File: config.mk
export PLATFORM = sky130hd
export DESIGN_NAME = program_load_controller
export DESIGN_NICKNAME = d
export VERILOG_FILES = /design/src/rtl/program_load_controller.sv
export SDC_FILE = /design/constraint.sdc
export NUM_CORES = 1
export LEC_CHECK = 0
export CAP_MARGIN = 20
export CORE_MARGIN = 8
export CORE_UTILIZATION = 30
export CTS_CLUSTER_DIAMETER = 100
export DETAILED_ROUTE_END_ITERATION = 6
export GPL_ROUTABILITY_DRIVEN = 0
export MAX_ROUTING_LAYER = met4
export PLACE_DENSITY = 0.47
export SETUP_SLACK_MARGIN = 0.5
export SLEW_MARGIN = 20
export SYNTH_ARGS = -nofsm -noshare
export SYNTH_HDL_FRONTEND = slang
export SYNTH_SLANG_ARGS = --single-unit
File: constraint.sdc
create_clock -name clk -period 3 [get_ports clk]
set_input_delay 0.3 -clock clk [delete_from_list [all_inputs] [get_ports clk]]
set_output_delay 0.3 -clock clk [all_outputs]
set_load 0.1 [all_outputs]
File: src/rtl/program_load_controller.sv
// Framed program loader: parses UART bytes into instruction-memory writes,
// zero-fills unused words and releases the CPU only after a checksum-correct image.
`timescale 1ns/1ps
module program_load_controller #(
  parameter int unsigned DEPTH     = 32,
  parameter int unsigned ADDR_W    = 5,
  parameter logic [7:0]  SYNC_BYTE = 8'hA5,
  parameter int unsigned TIMEOUT   = 1000000
) (
  input  logic              clk,
  input  logic              rst_n,
  input  logic              rx_valid_i,
  input  logic [7:0]        rx_data_i,
  input  logic              start_i,
  output logic              mem_we_o,
  output logic [ADDR_W-1:0] mem_addr_o,
  output logic [15:0]       mem_wdata_o,
  output logic              cpu_run_o,
  output logic              load_done_o,
  output logic              load_error_o
);

  localparam int unsigned IDX_W = ADDR_W + 1;
  localparam int unsigned TMO_W = $clog2(TIMEOUT + 1);
  localparam int unsigned CMP_W = (IDX_W > 8) ? IDX_W : 8;
  localparam logic [IDX_W-1:0] DEPTH_IDX = IDX_W'(DEPTH);
  localparam logic [CMP_W-1:0] DEPTH_CMP = CMP_W'(DEPTH);
  localparam logic [TMO_W-1:0] TMO_MAX   = TMO_W'(TIMEOUT);

  typedef enum logic [2:0] {
    S_WAIT_SYNC,
    S_GET_LEN,
    S_GET_HI,
    S_GET_LO,
    S_GET_CSUM,
    S_FILL,
    S_DONE,
    S_ERROR
  } state_e;

  state_e             state_q, state_d;
  logic [IDX_W-1:0]   len_q, len_d;
  logic [IDX_W-1:0]   idx_q, idx_d;
  logic [7:0]         hi_q, hi_d;
  logic [7:0]         xor_q, xor_d;
  logic [TMO_W-1:0]   tmo_q, tmo_d;
  logic               we_q, we_d;
  logic [ADDR_W-1:0]  addr_q, addr_d;
  logic [15:0]        wdata_q, wdata_d;
  logic               run_q, run_d;
  logic               done_q, done_d;
  logic               err_q, err_d;

  logic [IDX_W-1:0]   idx_inc;
  logic [TMO_W-1:0]   tmo_inc;
  logic               in_frame;

  assign idx_inc  = idx_q + 1'b1;
  assign tmo_inc  = tmo_q + 1'b1;
  assign in_frame = (state_q == S_GET_LEN) || (state_q == S_GET_HI) ||
                    (state_q == S_GET_LO)  || (state_q == S_GET_CSUM);

  // Next-state and registered-output decode; start overrides everything.
  always_comb begin
    state_d = state_q;
    len_d   = len_q;
    idx_d   = idx_q;
    hi_d    = hi_q;
    xor_d   = xor_q;
    tmo_d   = '0;
    we_d    = 1'b0;
    addr_d  = addr_q;
    wdata_d = wdata_q;

    if (start_i) begin
      state_d = S_WAIT_SYNC;
      idx_d   = '0;
      xor_d   = '0;
    end else begin
      unique case (state_q)
        S_WAIT_SYNC: begin
          if (rx_valid_i && (rx_data_i == SYNC_BYTE)) state_d = S_GET_LEN;
        end
        S_GET_LEN: begin
          if (rx_valid_i) begin
            if ((rx_data_i == 8'h00) || (CMP_W'(rx_data_i) > DEPTH_CMP)) begin
              state_d = S_ERROR;
            end else begin
              len_d   = IDX_W'(rx_data_i);
              idx_d   = '0;
              xor_d   = '0;
              state_d = S_GET_HI;
            end
          end
        end
        S_GET_HI: begin
          if (rx_valid_i) begin
            hi_d    = rx_data_i;
            xor_d   = xor_q ^ rx_data_i;
            state_d = S_GET_LO;
          end
        end
        S_GET_LO: begin
          if (rx_valid_i) begin
            we_d    = 1'b1;
            addr_d  = idx_q[ADDR_W-1:0];
            wdata_d = {hi_q, rx_data_i};
            xor_d   = xor_q ^ rx_data_i;
            idx_d   = idx_inc;
            state_d = (idx_inc == len_q) ? S_GET_CSUM : S_GET_HI;
          end
        end
        S_GET_CSUM: begin
          if (rx_valid_i) begin
            if (rx_data_i != xor_q) begin
              state_d = S_ERROR;
            end else if (len_q == DEPTH_IDX) begin
              state_d = S_DONE;
            end else begin
              // First fill word goes out with the checksum acceptance.
              state_d = S_FILL;
              we_d    = 1'b1;
              addr_d  = len_q[ADDR_W-1:0];
              wdata_d = '0;
              idx_d   = len_q + 1'b1;
            end
          end
        end
        S_FILL: begin
          if (idx_q == DEPTH_IDX) begin
            state_d = S_DONE;
          end else begin
            we_d    = 1'b1;
            addr_d  = idx_q[ADDR_W-1:0];
            wdata_d = '0;
            idx_d   = idx_inc;
          end
        end
        S_DONE, S_ERROR: ;
        default: state_d = S_WAIT_SYNC;
      endcase

      if (in_frame && !rx_valid_i) begin
        if (tmo_inc == TMO_MAX) state_d = S_ERROR;
        else                    tmo_d   = tmo_inc;
      end
    end

    run_d  = (state_d == S_DONE);
    done_d = (state_d == S_DONE);
    err_d  = (state_d == S_ERROR);
  end

  always_ff @(posedge clk or negedge rst_n) begin
    if (!rst_n) begin
      state_q <= S_WAIT_SYNC;
      len_q   <= '0;
      idx_q   <= '0;
      hi_q    <= '0;
      xor_q   <= '0;
      tmo_q   <= '0;
      we_q    <= 1'b0;
      addr_q  <= '0;
      wdata_q <= '0;
      run_q   <= 1'b0;
      done_q  <= 1'b0;
      err_q   <= 1'b0;
    end else begin
      state_q <= state_d;
      len_q   <= len_d;
      idx_q   <= idx_d;
      hi_q    <= hi_d;
      xor_q   <= xor_d;
      tmo_q   <= tmo_d;
      we_q    <= we_d;
      addr_q  <= addr_d;
      wdata_q <= wdata_d;
      run_q   <= run_d;
      done_q  <= done_d;
      err_q   <= err_d;
    end
  end

  assign mem_we_o     = we_q;
  assign mem_addr_o   = addr_q;
  assign mem_wdata_o  = wdata_q;
  assign cpu_run_o    = run_q;
  assign load_done_o  = done_q;
  assign load_error_o = err_q;

endmodule

==> results.tsv <==
metric	value	unit
hold_viol	0	
start_kind	input pin	
die-area	17800	µm²
core-area	13700	µm²
cts-root-buf	clkbuf_16	
initial_core_util	30.2	%
setup_viol	0	
fin_setup_tns	0	ns
final_util	37.5	%
synthArstFlopShare	100	%
max_stage_delay	0.72	ns
busiest_layer	met2	
grt_max_degree	76	
wl_per_cell	16.0	µm
critPathMaxFanout	23	
worst_pin_slew	0.835	ns
final_cells	667	
syn_inst	433	
grt_overflow	0	
finalCritPeriodShare	78.7	%
synthesis.nets	451	
slew_violations	0	
peakVddDrop	0.000301	V
grt_pass1_vias	3378	
use_met1	16.1	%
ant_nets	0	
routed_wl	10.6	mm
hpwl	7.42	mm
p_leak	2.26	nW
crit_path_end_kind	flop	
htree_levels	3	
nets	500	
die_h	133	µm
period_needed	2.36	ns
crit_chain	clkdlybuf4s50_1 > xor2_1 > nor2_1 > and3_1 > a32o_1 > nand2_1 > a21o_1 > buf_4 > mux2_2	
synth_edf_count	0	
grt_pass1_wl	17.9	mm
clock-sinks	75	
drive_gt1_share	21.6	%
num-fill-cells	1407	
rows	43	
p_per_area	449	nW/µm²
rsz0062_at_grt	yes	
final_common_cell	dfrtp_1	
area_growth	24.4	%
met2_usage	19.9	%
status	finished, final reports clean	
synth-main-ff-cell	dfrtp_1	
synth_seq_cells	75	
vias	3340	
drt_iter0_drc	186	
antennaDiodeCount	0	
cts_buffers	9	
arrival	2.59	ns
die_w	133	µm
clock_path_buffers	2	
ios	37	
skew	0.00514	ns
first_pass_iters	5	
dp.cells	648	
maxSlewHeadroom	43.8	%
ys_seq_area_share	45.5	%
grt_antenna_before_repair	0	
cts_tree	built	
layout_common_cells	74 x dfrtp_1, 49 x buf_4, 39 x nor2_1	
portBuffers	36	
hold_ws	0.348	ns
crit_required	3.23	ns
fin_ws	0.638	ns
min_path_type	in -> reg	
avgSynthCellArea	9.52	µm²
grtUsageTotal	12.9	%
viasPerCell	5.01	
r2r_slack	0.69	ns
yosysWarnings	0	
path_clk_slew	0.06	ns
grtUsageMet3	2.86	%
drc	0	
maxCapViolCount	0	
dp_slack	0.170	ns
crit_type	in -> reg	
synth_cell_types	55	
cpMaxStageDelayCell	clkdlybuf4s50_1	
clk_latency	0.35	ns
max_freq	0.423	GHz
synth_area	4120	µm²
==> flip-flops by register name (all words and copies together) (netlist names) <==
signal and cells:
state_q 3, mem_addr_o 5, mem_we_o 1, idx_q 6, load_error_o 1, mem_wdata_o 16, hi_q 8, xor_q 8
len_q 6, load_done_o 1, tmo_q 20
==> per-stage QoR <==
| step | total power, mW | area, µm² |
|---|---|---|
| 6_report | 2.31 | 5130 |
| 5_1_grt | 2.40 | 5130 |
| 4_1_cts | 2.34 | 5030 |
| 3_5_place_dp | 1.21 | 4720 |
| 3_3_place_gp | 1.21 | 4720 |
| 2_1_floorplan | 1.13 | 4120 |
==> layer usage <==
layer,wire (µm),part of all wire (%)
met1,5140,48
met2,4990,47
met3,281,2.6
met4,235,2.2
met5,0,0
==> where the power goes <==
| part | internal, mW | switching (mW) |
|---|---|---|
| registers | 1.04 | 0.0165 |
| clock network | 0.666 | 0.439 |
| logic | 0.0614 | 0.0868 |
| total | 1.76 | 0.543 |
==> logic make-up (layout without fill, tap and decap cells) <==
family | count (synthesis) | in the layout | share of synthesized area (%)
AOI/OAI and AO/OA | 88 | 88 | 14.6
buffers and inverters | 36 | 90 | 3.52
xor gates and xnor gates | 36 | 36 | 7.65
muxes | 22 | 22 | 5.95
DFF | 75 | 75 | 45.5
and+or+nand+nor | 170 | 170 | 21.0
adders and majority gates | 6 | 6 | 1.82
==> final cells by class <==
class | instances | area [µm²] | share of cell area (%)
repair buffers | 62 | 522 | 10.2
clock inverters | 6 | 63.8 | 1.24
inverters | 12 | 45.0 | 0.878
flip-flops and latches | 75 | 1880 | 36.6
multi-input cells | 322 | 2160 | 42.1
clock buffers | 10 | 239 | 4.66
well taps | 180 | 225 | 4.39
==> timing repair <==
action | in CTS | in global routing
gates cloned | 0 | 0
resized for setup | 2 | 13
buffers inserted | 1 | 0
setup endpoints to repair | 11 | 29
hold buffers | 0 | 1
pin swaps | 0 | 3
hold endpoints to repair | 0 | 27
==> critical path: cells and delay by family <==
family          cells  cell delay (ns)
simple gates        3             0.33
buf+inv             2             1.00
xor+xnor            1             0.18
mux                 1             0.38
compound gates      2             0.40
==> synth_stat cells, drive strengths merged, types with 2 or more instances <==
| cell type | count | share of area (%) |
|---|---|---|
| a211oi | 2 | 0.36 |
| a21o | 3 | 0.55 |
| a21oi | 13 | 1.6 |
| a22o | 16 | 3.4 |
| a31oi | 2 | 0.30 |
| a32o | 2 | 0.49 |
| and2 | 4 | 0.61 |
| and3 | 6 | 0.91 |
| buf | 7 | 0.88 |
| clkbuf | 17 | 1.5 |
| dfrtp | 75 | 46 |
| ha | 6 | 1.8 |
| inv | 12 | 1.1 |
| mux2 | 20 | 5.5 |
| mux2i | 2 | 0.49 |
| nand2 | 38 | 3.5 |
| nand2b | 4 | 0.61 |
| nand3 | 24 | 2.9 |
| nand3b | 2 | 0.36 |
| nand4 | 5 | 0.76 |
| nor2 | 39 | 3.5 |
| nor2b | 4 | 0.61 |
| nor3 | 20 | 2.5 |
| nor3b | 5 | 0.91 |
| nor4 | 5 | 0.76 |
| nor4b | 3 | 1.0 |
| o21ai | 32 | 3.9 |
| o31a | 2 | 0.42 |
| o31ai | 2 | 0.36 |
| or2 | 3 | 0.46 |
| or3 | 2 | 0.30 |
| or4 | 3 | 0.55 |
| xnor2 | 15 | 3.2 |
| xor2 | 21 | 4.5 |
==> worst paths after layout <==
path | startpoint | to | cells after the start
worst max register to register | xor_q[6] | mem_addr_o[2] | 8
worst max-delay path | rx_data_i[0] | mem_addr_o[2] | 9
worst min register to register | hi_q[2] | mem_wdata_o[10] | 1
worst min-delay path | rx_data_i[3] | mem_wdata_o[3] | 2
min in group asynchronous | rst_n | tmo_q[4] | 2
max in group asynchronous | rst_n | idx_q[0] | 3
(Power assumes the default switching activity.)
==> patch (same settings) <==
`TIMEOUT`: 1000000 -> 250000.
--- a/src/rtl/program_load_controller.sv
+++ b/src/rtl/program_load_controller.sv
@@ -6,5 +6,5 @@
   parameter int unsigned ADDR_W    = 5,
   parameter logic [7:0]  SYNC_BYTE = 8'hA5,
-  parameter int unsigned TIMEOUT   = 1000000
+  parameter int unsigned TIMEOUT   = 250000
 ) (
   input  logic              clk,
Check against the original RTL: same outputs for any inputs over 4 cycles, from zero or initial values and one cycle with rst_n low; that may be too few to reach the edited logic, so the function may still have changed.
==> patch against the unedited design <==
Sequential cell count decreased by 2. Die area down 2.2%. Clock skew rose by 0.0026 ns. Sequential share of layout area up 0.84 points. Setup slack worse by 0.067 ns. Final cell count is 1.5% lower. Area after synthesis is 2.5% lower. Cell area decreased by 4.9%. Wire length fell by 6.6%. Critical path depth is 3 lower. Critical endpoint is now len_q[5]$_DFFE_PN0P_.
Power is not compared: it rests on default switching activity, and its combinational part moved more than twofold at a synthesized area within 25%.
==> patch: results (changes against the unedited design) <==
finish:
  num_antenna_cells: 0  # unchanged
  nets: 493  # -1.4%
  largest_register_ffs: 18  # -10%
  layout-drive-gt1-share: 0.177  # -0.0389
  regMostFlops: "tmo_q"
grt:
  grt_pass1_vias: 3277  # -3.0%
  grt_max_degree: 74  # -2.6%
  globalRouteTotalUtil: 0.124  # -0.00497
  grt_pass1_wl_um: 17100  # -4.5%
  antenna_found_initial: 0  # unchanged
logic_synthesis:
  syn_nets: 459  # +1.8%
  syn_avg_cell_area_um2: 9.09  # -4.5%
  postSynth.asyncResetShare: 1.00  # unchanged
  synth_cell_types: 53  # -3.6%
  yosysSeqAreaShare: 0.455  # -0.000552
  synth_ff_type: "dfrtp_1"
  netlist_top_cells_area: "dfrtp_1 (45%), nand2_1 (6.2%), o21ai_0 (5.7%)"
  synth.yosys.warnings: 0  # unchanged
  yosys-top-cells-count: "dfrtp_1 (73), nand2_1 (66), o21ai_0 (46)"
clock_network:
  path_clk_slew_ns: 0.06  # about the same
  root_buffer: "clkbuf_16"
  clk_latency_ns: 0.34
  htree_levels: 3  # unchanged
  cts_buffer_depth: 2  # unchanged
  numCtsBuffers: 9  # unchanged
  cts_setup_buffers: 3  # +2
  ctsResizeCount: 4  # +2
sta:
  clock-skew-final_ns: 0.00772  # +0.00258 ns
  max_slew_margin: 0.354  # -0.0832
placed_design:
  place_ws_ns: 0.243  # +0.0721 ns
  dpl_cell_area_mm2: 0.00451  # -4.4%
  port_buffers: 36  # unchanged
  hpwl_um: 6900  # -7.0%
  placed_cells: 637  # -1.7%
status:
  status: "finished, final reports clean"
worst_hold_path:
  holdCritPathClass: "in -> async"
setup_path:
  crit_fanout: 8  # -65%
  crit_arrival_ns: 2.65  # +0.06 ns
pwr:
  peakVddDrop_v: 0.000475
  p_leak_nw: 2.11
detailed_routing:
  first_pass_iters: 4  # -1
  detail_route.iter0.violations: 191  # +2.7%
  vias_per_cell: 4.88  # -2.6%
  wl_per_cell_um: 15.1  # -5.2%
  wirelength_um: 9950  # -6.6%
patch: cell type report:
type                    instances  area, µm²
clock inverters                 5       31.3
inverters                      10       37.5
repair buffers                 52        443
well taps                     176        220
clock buffers                  11        243
multi-input cells             330       2080
flip-flops and latches         73       1830
fillers                      1336       8310
patch: routing by layer:
metal  routed length, µm  up-vias  global-route usage
met5                   0        -                   -
met4                 162        0              0.0485
met3                 287       13              0.0305
met2                4660       41               0.197
met1                4830     1554               0.150
li1                    -     1596                   -
patch: kinds of logic after synthesis:
group,after synthesis,synth area share
adders and majority gates,5,0.0156
and+or+nand+nor,181,0.223
DFF,73,0.455
muxes,20,0.0536
xor gates and xnor gates,38,0.0828
buffers and inverters,39,0.0398
AOI/OAI and AO/OA,86,0.131
patch: final timing paths:
path	slack (ns)	to	depth (start not counted)	start
worst min register to register	0.48	mem_wdata_o[11]$_DFFE_PN0P_	2	mem_wdata_o[11]$_DFFE_PN0P_
max in group asynchronous	2.21	tmo_q[4]$_DFF_PN0_	1	rst_n
worst min-delay path	0.11	mem_wdata_o[4]$_DFFE_PN0P_	1	rst_n
worst max register to register	0.58	load_done_o$_DFF_PN0_	7	tmo_q[0]$_DFF_PN0_
min in group clk	0.48	mem_wdata_o[11]$_DFFE_PN0P_	2	mem_wdata_o[11]$_DFFE_PN0P_
worst max-delay path	0.57	len_q[5]$_DFFE_PN0P_	6	rx_data_i[1]
patch: report_power, final:
group | internal [mW] | switching, mW | leakage [nW]
clock | 0.579 | 0.421 | 0.135
combinational | 0.448 | 1.35 | 1.02
sequential | 1.21 | 0.171 | 0.964
total | 2.24 | 1.94 | 2.11
patch: critical path: stages:
cell and delay [ns]:
clkdlybuf4s50_1 0.42, or3_1 0.44, o31a_1 0.29, nor3_1 0.37, and4_1 0.46, mux2_2 0.37
